===== config.mk =====
export PLATFORM = sky130hd
export DESIGN_NAME = multi_debounce
export DESIGN_NICKNAME = d
export VERILOG_FILES = /design/src/rtl/multi_debounce.sv
export SDC_FILE = /design/constraint.sdc
export NUM_CORES = 1
export LEC_CHECK = 0
export ABC_CLOCK_PERIOD_IN_PS = 11700
export CAP_MARGIN = 20
export CORE_UTILIZATION = 45
export DETAILED_ROUTE_END_ITERATION = 16
export SLEW_MARGIN = 30
export SYNTH_ARGS = -nofsm -noshare
export SYNTH_HDL_FRONTEND = slang
export SYNTH_SLANG_ARGS = --single-unit

===== constraint.sdc =====
create_clock -name clk -period 11.7 [get_ports clk]
set_input_delay 2.34 -clock clk [delete_from_list [all_inputs] [get_ports clk]]
set_output_delay 2.34 -clock clk [all_outputs]
set_load 0.05 [all_outputs]

===== src/rtl/multi_debounce.sv =====
// Multi-channel push-button conditioner: per-channel synchroniser, stability
// debouncer, press/release edge pulses, long-press timer and sticky press flag.
module multi_debounce #(
  parameter int N_CH       = 4,
  parameter int STABLE_CNT = 8,
  parameter int LONG_CNT   = 1000,
  parameter int CNT_W      = 16,
  parameter bit ACTIVE_LOW = 1'b1
) (
  input  logic            clk,
  input  logic            rst,
  input  logic [N_CH-1:0] pb_in,
  input  logic [N_CH-1:0] evt_clr,
  output logic [N_CH-1:0] pb_level,
  output logic [N_CH-1:0] press,
  // 'release' is a reserved word in SystemVerilog, hence the suffix
  output logic [N_CH-1:0] release_pulse,
  output logic [N_CH-1:0] long_press,
  output logic [N_CH-1:0] evt_pending
);

  localparam logic             IDLE        = ACTIVE_LOW ? 1'b1 : 1'b0;
  localparam logic [CNT_W-1:0] STABLE_LAST = CNT_W'(STABLE_CNT - 1);
  localparam logic [CNT_W-1:0] LONG_MAX    = CNT_W'(LONG_CNT);
  localparam logic [CNT_W-1:0] LONG_LAST   = CNT_W'(LONG_CNT - 1);

  for (genvar i = 0; i < N_CH; i++) begin : g_ch
    logic             sync1_q;
    logic             sync2_q;
    logic             level_q;
    logic [CNT_W-1:0] stab_cnt_q;
    logic [CNT_W-1:0] hold_cnt_q;
    logic             press_q;
    logic             release_q;
    logic             long_q;
    logic             pend_q;

    logic             flip;
    logic             nxt_level;
    logic             press_edge;
    logic             release_edge;

    // The debounced level flips only once sync2 has disagreed for STABLE_CNT edges.
    always_comb begin
      flip         = 1'b0;
      nxt_level    = level_q;
      press_edge   = 1'b0;
      release_edge = 1'b0;
      if ((sync2_q != level_q) && (stab_cnt_q == STABLE_LAST)) begin
        flip         = 1'b1;
        nxt_level    = sync2_q;
        press_edge   = (sync2_q != IDLE);
        release_edge = (sync2_q == IDLE);
      end
    end

    always_ff @(posedge clk or posedge rst) begin
      if (rst) begin
        sync1_q    <= IDLE;
        sync2_q    <= IDLE;
        level_q    <= IDLE;
        stab_cnt_q <= '0;
        hold_cnt_q <= '0;
        press_q    <= 1'b0;
        release_q  <= 1'b0;
        long_q     <= 1'b0;
        pend_q     <= 1'b0;
      end else begin
        sync1_q <= pb_in[i];
        sync2_q <= sync1_q;

        if (sync2_q == level_q || flip) begin
          stab_cnt_q <= '0;
        end else begin
          stab_cnt_q <= stab_cnt_q + 1'b1;
        end

        level_q   <= nxt_level;
        press_q   <= press_edge;
        release_q <= release_edge;

        // Hold timer follows the next level so a release on the terminal edge wins.
        if (press_edge || nxt_level == IDLE) begin
          hold_cnt_q <= '0;
          long_q     <= 1'b0;
        end else if (hold_cnt_q < LONG_MAX) begin
          hold_cnt_q <= hold_cnt_q + 1'b1;
          long_q     <= (hold_cnt_q == LONG_LAST);
        end else begin
          long_q <= 1'b0;
        end

        if (press_edge) begin
          pend_q <= 1'b1;
        end else if (evt_clr[i]) begin
          pend_q <= 1'b0;
        end
      end
    end

    assign pb_level[i]      = level_q;
    assign press[i]         = press_q;
    assign release_pulse[i] = release_q;
    assign long_press[i]    = long_q;
    assign evt_pending[i]   = pend_q;
  end

endmodule


==> reports/qor.csv, run 1 <==
stage,metric,value,unit
status,outcome,completed,
logic_synthesis,synth_flop_cell,dfrtp_1,
routing,post_drt_wl_per_cell,13.72,um
worst_setup_path,worstPathRequired,9.36,ns
worst_setup_path,cpMaxStageDelayCell,clkdlybuf4s50_1,
place,post-dp-hpwl,8.705,mm
logic_synthesis,ys_warn_count,0,
timing,hold_viol_final,0,
global_routing,met1_usage,22.41,%
worst_setup_path,endpoint_kind,output pin,
routing,viasPerCell,5.380,
routing,drt_pass1_iterations,4,
clocking,ctsResizeCount,0,
global_routing,grt_max_degree,96,
logic_synthesis,syn_avg_cell_area,10.12,um2
clocking,cts_made_buffers,17,
clocking,path_clk_slew,0.06,ns
timing,final.setup_skew,0.006649,ns
layout,layout-drive-gt1-share,9.249,%
clocking,cts_setup_buffers,0,
timing,rsz0062_at_grt,no,
clocking,insertion_delay,0.42,ns
place,portBuffers,29,
clocking,clock-sinks,156,
place,placed_area,7592,um2
layout,fillCellCount,1430,
worst_setup_path,crit_path_cell_trace,clkdlybuf4s50_1,
logic_synthesis,synth_seq_cells,156,
timing,tns,0,ns
floorplanning,die_w,128.6,um
logic_synthesis,synth_edf_count,0,
timing,slew_headroom,44.84,%
worst_setup_path,crit_buf_inv,1,
logic_synthesis,synth_cells,712,
timing,post-route-period-util,35.65,%
run,cap_violations,0,
floorplanning,die_area,16530,um2
timing,drv_slew,0,
worst_setup_path,arrival,1.83,ns
timing,max_freq,0.2398,GHz
layout,area_growth_syn_to_layout,13.02,%
global_routing,grt_pass1_wl,23.12,mm
logic_synthesis,yosysSeqAreaShare,54.37,%
worst_setup_path,crit_type,reg2out,
timing,holdWs,0.3574,ns
logic_synthesis,synthDistinctLibCells,51,
worst_setup_path,slowest_delay,0.83,ns
routing,ant_nets,0,
global_routing,antenna_found_initial,0,
routing,drc,0,
clocking,cts_hold_buf,0,
power,power.density,182.9,nW/um2
floorplanning,pin_count,30,
timing,finalSetupViolations,0,
worst_setup_path,cp_max_fo,7,
layout,seq_area,3919,um2
timing,worst_pin_slew,0.8275,ns
floorplanning,initial_utilization,46.72,%
logic_synthesis,syn_nets,730,
clocking,htreeDepth,4,
worst_setup_path,critical-path-top-delay-family,buffers and inverters,
floorplanning,core-area,15430,um2
global_routing,overflow,0,
logic_synthesis,async_reset_ff_share,100.0,%
power,p_leak,3.356,nW
clocking,max-clock-path-buffers,2,
logic_synthesis,synth_area,7208,um2
clocking,tritoncts,yes,
clocking,cts-root-buf,clkbuf_16,
layout,diodes,0,
power,ir_drop,132.2,uV
power,p_total,1.490,mW
routing,drt-total-wl,13.13,mm
floorplanning,die_h,128.6,um
layout,num-nets-final,751,
floorplanning,num_rows,45,
global_routing,grt_use_total,17.41,%
global_routing,first_global_vias,5088,
worst_setup_path,critPathLaunchType,flop,
timing,finalCriticalPeriod,4.171,ns
routing,drt_iter0_drc,213,
hold_path,hold_path.class,reg2reg,
layout,multi_input_area,2972,um2
layout,fin_area,8147,um2
global_routing,grt.busiest_layer,met2,
place,gp_congestion,0.7957,
global_routing,use_met2,28.33,%
routing,num_vias,5149,
global_routing,use_met3,4.740,%
-- routing by layer --
| metal | up-vias | part of all wire [%] |
|---|---|---|
| li1 | 2548 | - |
| met1 | 2524 | 48 |
| met2 | 64 | 47 |
| met3 | 13 | 2.7 |
| met4 | 0 | 1.5 |
| met5 | - | 0 |
-- cells in the mapped netlist, types with 3 or more instances --
library cell | number | area, um2
o21bai_1 | 4 | 30.03
nor2_1 | 93 | 349.1
or3_1 | 15 | 93.84
nand3_1 | 29 | 145.1
nor3b_1 | 3 | 22.52
nand2_1 | 46 | 172.7
xnor2_1 | 33 | 289.0
inv_1 | 36 | 135.1
nor4bb_1 | 5 | 50.05
nor4_1 | 23 | 143.9
mux2i_1 | 3 | 30.03
dfrtp_1 | 144 | 3603
o21ai_0 | 21 | 105.1
and4_1 | 3 | 26.28
o31ai_1 | 14 | 105.1
or4_1 | 17 | 127.6
o21a_1 | 4 | 30.03
xor2_1 | 22 | 192.7
nor3_1 | 27 | 135.1
buf_4 | 20 | 150.1
and3_1 | 7 | 43.79
nand4_1 | 23 | 143.9
o22ai_1 | 3 | 18.77
a21oi_1 | 32 | 160.2
ha_1 | 8 | 100.1
clkbuf_1 | 6 | 22.52
and2_1 | 17 | 106.4
dfstp_2 | 12 | 315.3
or4_4 | 3 | 33.78
or2_2 | 7 | 43.79
o211ai_1 | 5 | 37.54
-- worst paths after layout --
path,start,end,slack (ns),depth (start not counted)
min in group asynchronous,rst,g_ch[1].hold_cnt_q[8],2.47,2
max in group asynchronous,rst,g_ch[3].hold_cnt_q[2],7.92,3
min,g_ch[3].sync1_q,g_ch[3].sync2_q,0.36,0
max,g_ch[3].level_q,pb_level[3],7.53,1
max reg2reg,g_ch[2].stab_cnt_q[0],g_ch[2].long_q,9.44,5
min reg2reg,g_ch[3].sync1_q,g_ch[3].sync2_q,0.36,0
-- sequential cells by signal (all words and copies together) (netlist names) --
| register | flops |
|---|---|
| g_ch.sync1_q | 4 |
| g_ch.release_q | 4 |
| g_ch.stab_cnt_q | 64 |
| g_ch.press_q | 4 |
| g_ch.sync2_q | 4 |
| g_ch.pend_q | 4 |
| g_ch.level_q | 4 |
| g_ch.hold_cnt_q | 64 |
| g_ch.long_q | 4 |
-- cell families (layout without fill, tap and decap cells) --
group | Yosys count | in the layout | synth area share, %
mux | 3 | 3 | 0.4166
xor+xnor | 55 | 55 | 6.683
buf+inv | 64 | 98 | 4.409
fa+ha+maj | 8 | 8 | 1.389
flops | 156 | 156 | 54.37
compound gates | 96 | 96 | 8.297
simple gates | 330 | 330 | 24.44
-- layout make-up --
| class | count | share of cell area, % |
|---|---|---|
| repair buffers | 30 | 3.655 |
| clock inverters | 15 | 1.582 |
| inverters | 36 | 1.720 |
| well taps | 211 | 3.241 |
| flip-flops and latches | 156 | 48.10 |
| multi-input cells | 492 | 36.48 |
| clock buffers | 17 | 5.222 |
-- stage by stage --
stage / util, % / instances / setup WS, ns
floorplan: - / 712 / 5.173
global placement: 49.21 / 925 / 7.423
global route: 52.81 / 957 / 7.473
detailed placement: 49.21 / 925 / 7.367
finish: 52.81 / 957 / 7.529
CTS: 52.81 / 957 / 7.503
-- where the power goes --
group / switching, mW / internal [mW]
Sequential: 0.0734 / 0.612
Combinational: 0.185 / 0.108
Clock: 0.233 / 0.278
-- layout by cell type, fill, tap and decap left out, types with 4 or more instances in the layout --
cell / synthesis / routed
clkinv_4: 0 / 4
o21a_1: 4 / 4
or2_2: 7 / 7
dfrtp_1: 144 / 144
clkdlybuf4s50_1: 0 / 29
dfstp_2: 12 / 12
inv_6: 0 / 5
inv_1: 36 / 35
xnor2_1: 33 / 33
and3_1: 7 / 7
nand2_1: 46 / 46
xor2_1: 22 / 22
and2_1: 17 / 17
o21ai_0: 21 / 21
nor4bb_1: 5 / 5
o21bai_1: 4 / 4
nor3_1: 27 / 27
o31ai_1: 14 / 14
nor2_1: 93 / 93
or4_1: 17 / 17
a21oi_1: 32 / 32
clkbuf_16: 0 / 17
or3_1: 15 / 15
nand3_1: 29 / 29
ha_1: 8 / 8
nor4_1: 23 / 23
o211ai_1: 5 / 5
nand4_1: 23 / 23
Note: power is estimated with default switching activity, not from simulation.
==> inputs of run 2 (changes only) <==
Settings changed: ABC_CLOCK_PERIOD_IN_PS 11700 to 3900.
Clock period 11.7 ns to 3.9 ns, I/O delays scaled along.
==> run 2 against run 1 <==
Count of clock-buffer cells in the layout up 5. Sequential share of layout area fell by 0.49 points. Clock power rose to 3.0 times the previous value. Power rose to 3.0 times the previous value. Register-to-register slack worse by 7.8 ns. Routed wire length is 1.6% higher. Critical path type unchanged. Largest power group unchanged. Highest routed layer unchanged.
==> reports/qor.csv, run 2 (synthesized netlist as in run 1, its figures left out) <==
stage,metric,value,unit,change
status,outcome,completed,,
worst_setup_path,crit_buf_inv,1,,unchanged
routing,ant_nets,0,,unchanged
layout,diodes,0,,unchanged
global_routing,antenna_found_initial,0,,unchanged
worst_setup_path,critPathLaunchType,flop,,
clocking,cts_made_buffers,17,,unchanged
worst_setup_path,worstPathRequired,3.12,ns,-6.24 ns
hold_path,hold_path.class,reg2reg,,
worst_setup_path,cpMaxStageDelayCell,clkdlybuf4s50_1,,
timing,post-route-period-util,66.65,%,
worst_setup_path,crit_path_cell_trace,clkdlybuf4s50_1,,
floorplanning,die_w,128.6,um,unchanged
worst_setup_path,cp_max_fo,7,,unchanged
global_routing,grt_use_total,17.86,%,+0.44 points
global_routing,first_global_vias,5100,,+0.24%
power,p_total,4.502,mW,+200%
clocking,cts_setup_buffers,0,,unchanged
clocking,cts-root-buf,clkbuf_16,,
routing,drt_iter0_drc,282,,+32%
timing,finalCriticalPeriod,2.599,ns,
timing,max_freq,0.3847,GHz,
clocking,htreeDepth,4,,unchanged
place,gp_congestion,0.8002,,+0.57%
layout,num-nets-final,755,,+0.53%
clocking,max-clock-path-buffers,2,,unchanged
worst_setup_path,endpoint_kind,output pin,,
worst_setup_path,critical-path-top-delay-family,buffers and inverters,,
timing,drv_slew,0,,unchanged
worst_setup_path,slowest_delay,0.82,ns,about the same
place,portBuffers,29,,unchanged
layout,largestRegisters,"g_ch.hold_cnt_q x64, g_ch.stab_cnt_q x64",,
routing,drc,0,,unchanged
timing,final.setup_skew,0.007413,ns,+0.0007646 ns
timing,worst_pin_slew,0.7590,ns,-0.06846 ns
power,power.density,547.0,nW/um2,+200%
routing,drt-total-wl,13.34,mm,+1.6%
worst_setup_path,arrival,1.82,ns,about the same
timing,rsz0062_at_grt,no,,
layout,final_cell_mix,"dfrtp_1 (144), nor2_1 (93), nand2_1 (46)",,
floorplanning,core-area,15430,um2,unchanged
clocking,tritoncts,yes,,
routing,num_vias,5210,,+1.2%
clocking,insertion_delay,0.42,ns,about the same
timing,hold_viol_final,0,,unchanged
clocking,clock-sinks,156,,unchanged
layout,layout_commonest_cell,dfrtp_1,,
global_routing,overflow,0,,unchanged
floorplanning,pin_count,30,,unchanged
floorplanning,die_h,128.6,um,unchanged
routing,post_drt_wl_per_cell,13.89,um,+1.3%
power,ir_drop,371.5,uV,+180%
routing,viasPerCell,5.427,,+0.87%
routing,drt_pass1_iterations,4,,unchanged
timing,tns,0,ns,unchanged
floorplanning,initial_utilization,46.72,%,unchanged
place,post-dp-hpwl,8.906,mm,+2.3%
layout,area_growth_syn_to_layout,14.18,%,
floorplanning,die_area,16530,um2,unchanged
clocking,path_clk_slew,0.06,ns,about the same
floorplanning,num_rows,45,,unchanged
timing,finalSetupViolations,0,,unchanged
run,cap_violations,0,,unchanged
layout,layout-drive-gt1-share,9.346,%,+0.096 points
timing,holdWs,0.3565,ns,-0.0008230 ns
worst_setup_path,crit_type,reg2out,,
clocking,cts_hold_buf,0,,unchanged
clocking,ctsResizeCount,0,,unchanged
global_routing,grt_pass1_wl,23.54,mm,+1.8%
global_routing,grt_max_degree,53,,-45%
timing,slew_headroom,49.30,%,+4.5 points
power,p_leak,3.390,nW,+1.0%
run 2: report_power, final:
part | internal [mW] | total (mW) | switching, mW | leakage (nW)
combinational | 0.333 | 0.886 | 0.554 | 1.02
sequential | 1.84 | 2.05 | 0.218 | 2.09
clock | 0.926 | 1.56 | 0.636 | 0.272
total | 3.10 | 4.50 | 1.41 | 3.39
run 2: through the flow:
step / utilization, % / cells / setup WS (ns) / instance area (um2)
after floorplan: - / 712 / 1.157 / 7212
after global placement: 49.51 / 928 / 1.638 / 7639
after detailed placement: 49.51 / 928 / 1.598 / 7639
after CTS: 53.17 / 959 / 1.276 / 8203
after global routing: 53.35 / 960 / 1.241 / 8230
final: 53.35 / 960 / 1.301 / 8230
run 2: final timing paths:
path / startpoint / endpoint / slack, ns / cells past startpoint
worst max-delay path: g_ch[2].level_q / pb_level[2] / 1.30 / 1
worst min-delay path: g_ch[0].sync1_q / g_ch[0].sync2_q / 0.36 / 0
worst max register to register: g_ch[2].stab_cnt_q[0] / g_ch[2].long_q / 1.67 / 5
worst min register to register: g_ch[0].sync1_q / g_ch[0].sync2_q / 0.36 / 0
max in group asynchronous: rst / g_ch[3].sync1_q / 2.24 / 4
min in group asynchronous: rst / g_ch[1].press_q / 0.79 / 2
run 2: metal layers:
metal  routed length [um]  global-route usage (%)  vias to the layer above
met5                    0                       0                        -
met4                  231                   7.751                        0
met3                  420                   4.324                       25
met2                 6451                   28.71                       77
met1                 6233                   23.06                     2558
li1                     -                       -                     2550
run 2: final cells by class:
cell class                 count  area [um2]
fill                        1418        7197
inverter                      36       138.9
timing repair buffer          34       372.9
multi-input combinational    492        2972
tap                          211       264.0
clock inverter                 9       90.09
sequential                   156        3919
clock buffer                  22       474.2
run 2: worst reg2reg max path, cell delays in order (launching register included):
cell and delay [ns]:
dfrtp_1 0.37, ha_1 0.23, nor4bb_1 0.22, nand4_1 0.35
o21bai_1 0.73, nor3_1 0.18
==> inputs of run 3 (changes only) <==
Settings changed: ABC_CLOCK_PERIOD_IN_PS 3900 to 2550.
Clock period 3.9 ns to 2.55 ns, I/O delays scaled along.
==> run 3 against run 2 <==
Clock skew up 0.0015 ns. Largest power group unchanged. Worst hold slack worse by 0.00058 ns. Largest cell class unchanged. Routed wire length is 1.1% lower. Sequential power increased by 53%.
==> reports/qor.csv, run 3 (synthesized netlist as in run 1, its figures left out) <==
stage,metric,value,unit,change
floorplanning,initial_utilization,46.72,%,unchanged
clocking,ctsResizeCount,0,,unchanged
worst_setup_path,critical-path-top-delay-family,buffers and inverters,,
hold_path,hold_path.class,reg2reg,,
layout,seq_area,3919,um2,unchanged
timing,worst_pin_slew,0.6750,ns,-0.08398 ns
clocking,insertion_delay,0.42,ns,about the same
floorplanning,die_h,128.6,um,unchanged
global_routing,grt_pass1_wl,23.16,mm,-1.6%
timing,post-route-period-util,91.73,%,
clocking,cts_hold_buf,0,,unchanged
worst_setup_path,worstPathRequired,2.04,ns,-1.08 ns
global_routing,grt_max_degree,121,,+130%
hold_path,hold_path_end,g_ch[2].sync2_q,,
routing,ant_nets,0,,unchanged
global_routing,grt_use_total,17.67,%,-0.19 points
power,p_leak,3.435,nW,+1.3%
layout,utilization,53.86,%,+0.51 points
worst_setup_path,r2r_setup_slack,0.51,ns,-1.16 ns
floorplanning,core-area,15430,um2,unchanged
timing,hold_viol_final,0,,unchanged
clocking,cts_setup_buffers,0,,unchanged
clocking,cts_made_buffers,17,,unchanged
layout,diodes,0,,unchanged
routing,num_vias,5201,,-0.17%
timing,rsz0062_at_grt,no,,
worst_setup_path,critPathLaunchType,flop,,
timing,slew_headroom,55.00,%,+5.7 points
routing,drt_iter0_drc,324,,+15%
worst_setup_path,cp_max_fo,7,,unchanged
status,outcome,completed,,
run,cap_violations,0,,unchanged
power,p_total,7.346,mW,+63%
layout,layout-drive-gt1-share,9.720,%,+0.37 points
layout,layout_commonest_cell,dfrtp_1,,
worst_setup_path,crit_path_cell_trace,clkdlybuf4s50_1,,
worst_setup_path,rr_worst_depth,4,,-1
timing,tns,0,ns,unchanged
worst_setup_path,endpoint_kind,output pin,,
worst_setup_path,slowest_delay,0.82,ns,about the same
worst_setup_path,reg2reg_to,g_ch[2].hold_cnt_q[7],,
place,gp_congestion,0.8128,,+1.6%
layout,multi_input_area,2972,um2,unchanged
global_routing,overflow,0,,unchanged
place,portBuffers,29,,unchanged
worst_setup_path,arrival,1.83,ns,about the same
worst_setup_path,r2r_start,g_ch[2].hold_cnt_q[12],,
timing,max_freq,0.4275,GHz,
hold_path,hold_depth,0,,unchanged
clocking,cts-root-buf,clkbuf_16,,
global_routing,antenna_found_initial,0,,unchanged
clocking,max-clock-path-buffers,2,,unchanged
timing,finalCriticalPeriod,2.339,ns,
place,post-dp-hpwl,8.744,mm,-1.8%
hold_path,hold_start,g_ch[2].sync1_q,,
worst_setup_path,startpoint,g_ch[3].level_q,,
clocking,htreeDepth,4,,unchanged
timing,final.setup_skew,0.008877,ns,+0.001464 ns
worst_setup_path,crit_type,reg2out,,
layout,num-nets-final,756,,+0.13%
layout,final_cell_mix,"dfrtp_1 (144), nor2_1 (93), nand2_1 (46)",,
floorplanning,die_area,16530,um2,unchanged
routing,drt_pass1_iterations,5,,+1
global_routing,first_global_vias,5173,,+1.4%
power,ir_drop,534.7,uV,+44%
floorplanning,pin_count,30,,unchanged
worst_setup_path,cpMaxStageDelayCell,clkdlybuf4s50_1,,
timing,finalSetupViolations,0,,unchanged
timing,holdWs,0.3560,ns,-0.0005840 ns
clocking,path_clk_slew,0.06,ns,about the same
layout,area_growth_syn_to_layout,15.28,%,
clocking,clock-sinks,156,,unchanged
layout,fillCellCount,1399,,-1.3%
routing,drc,0,,unchanged
timing,drv_slew,0,,unchanged
floorplanning,num_rows,45,,unchanged
layout,largestRegisters,"g_ch.hold_cnt_q x64, g_ch.stab_cnt_q x64",,
routing,viasPerCell,5.406,,-0.38%
floorplanning,die_w,128.6,um,unchanged
clocking,tritoncts,yes,,
routing,post_drt_wl_per_cell,13.71,um,-1.3%
routing,drt-total-wl,13.19,mm,-1.1%
power,power.density,884.1,nW/um2,+62%
worst_setup_path,crit_buf_inv,1,,unchanged
run 3: through the flow:
stage	instance area (um2)	std cells	worst slack (ns)
after detailed placement	7641	930	0.5213
after global routing	8309	962	0.1430
after global placement	7641	930	0.5879
final	8309	962	0.2109
after floorplan	7212	712	0.07691
after CTS	8309	962	0.1884
run 3: how the worst max path moves through the flow:
stage / end / depth (start not counted)
finish: pb_level[3] / 1
global placement: g_ch[2].hold_cnt_q[7] / 4
global route: pb_level[3] / 1
CTS: pb_level[0] / 1
floorplan: g_ch[0].hold_cnt_q[0] / 1
detailed placement: g_ch[3].hold_cnt_q[8] / 4
run 3: where the power goes:
group | switching (mW) | internal (mW) | total [mW] | leakage [nW]
logic | 0.856 | 0.536 | 1.39 | 1.02
clock network | 0.972 | 1.84 | 2.81 | 0.323
registers | 0.333 | 2.81 | 3.14 | 2.09
run 3: area by class of cell:
| type | instances | area share [%] |
|---|---|---|
| inverters | 36 | 1.671 |
| clock inverters | 10 | 2.214 |
| multi-input cells | 492 | 35.76 |
| clock buffers | 22 | 5.827 |
| repair buffers | 35 | 4.186 |
| flip-flops and latches | 156 | 47.16 |
| well taps | 211 | 3.177 |
run 3: layer usage:
metal / vias up / part of all wire [%] / track usage (%)
li1: 2550 / - / -
met1: 2557 / 47 / 21.76
met2: 78 / 48 / 29.25
met3: 16 / 3.3 / 4.782
met4: 0 / 1.3 / 7.612
met5: - / 0 / 0
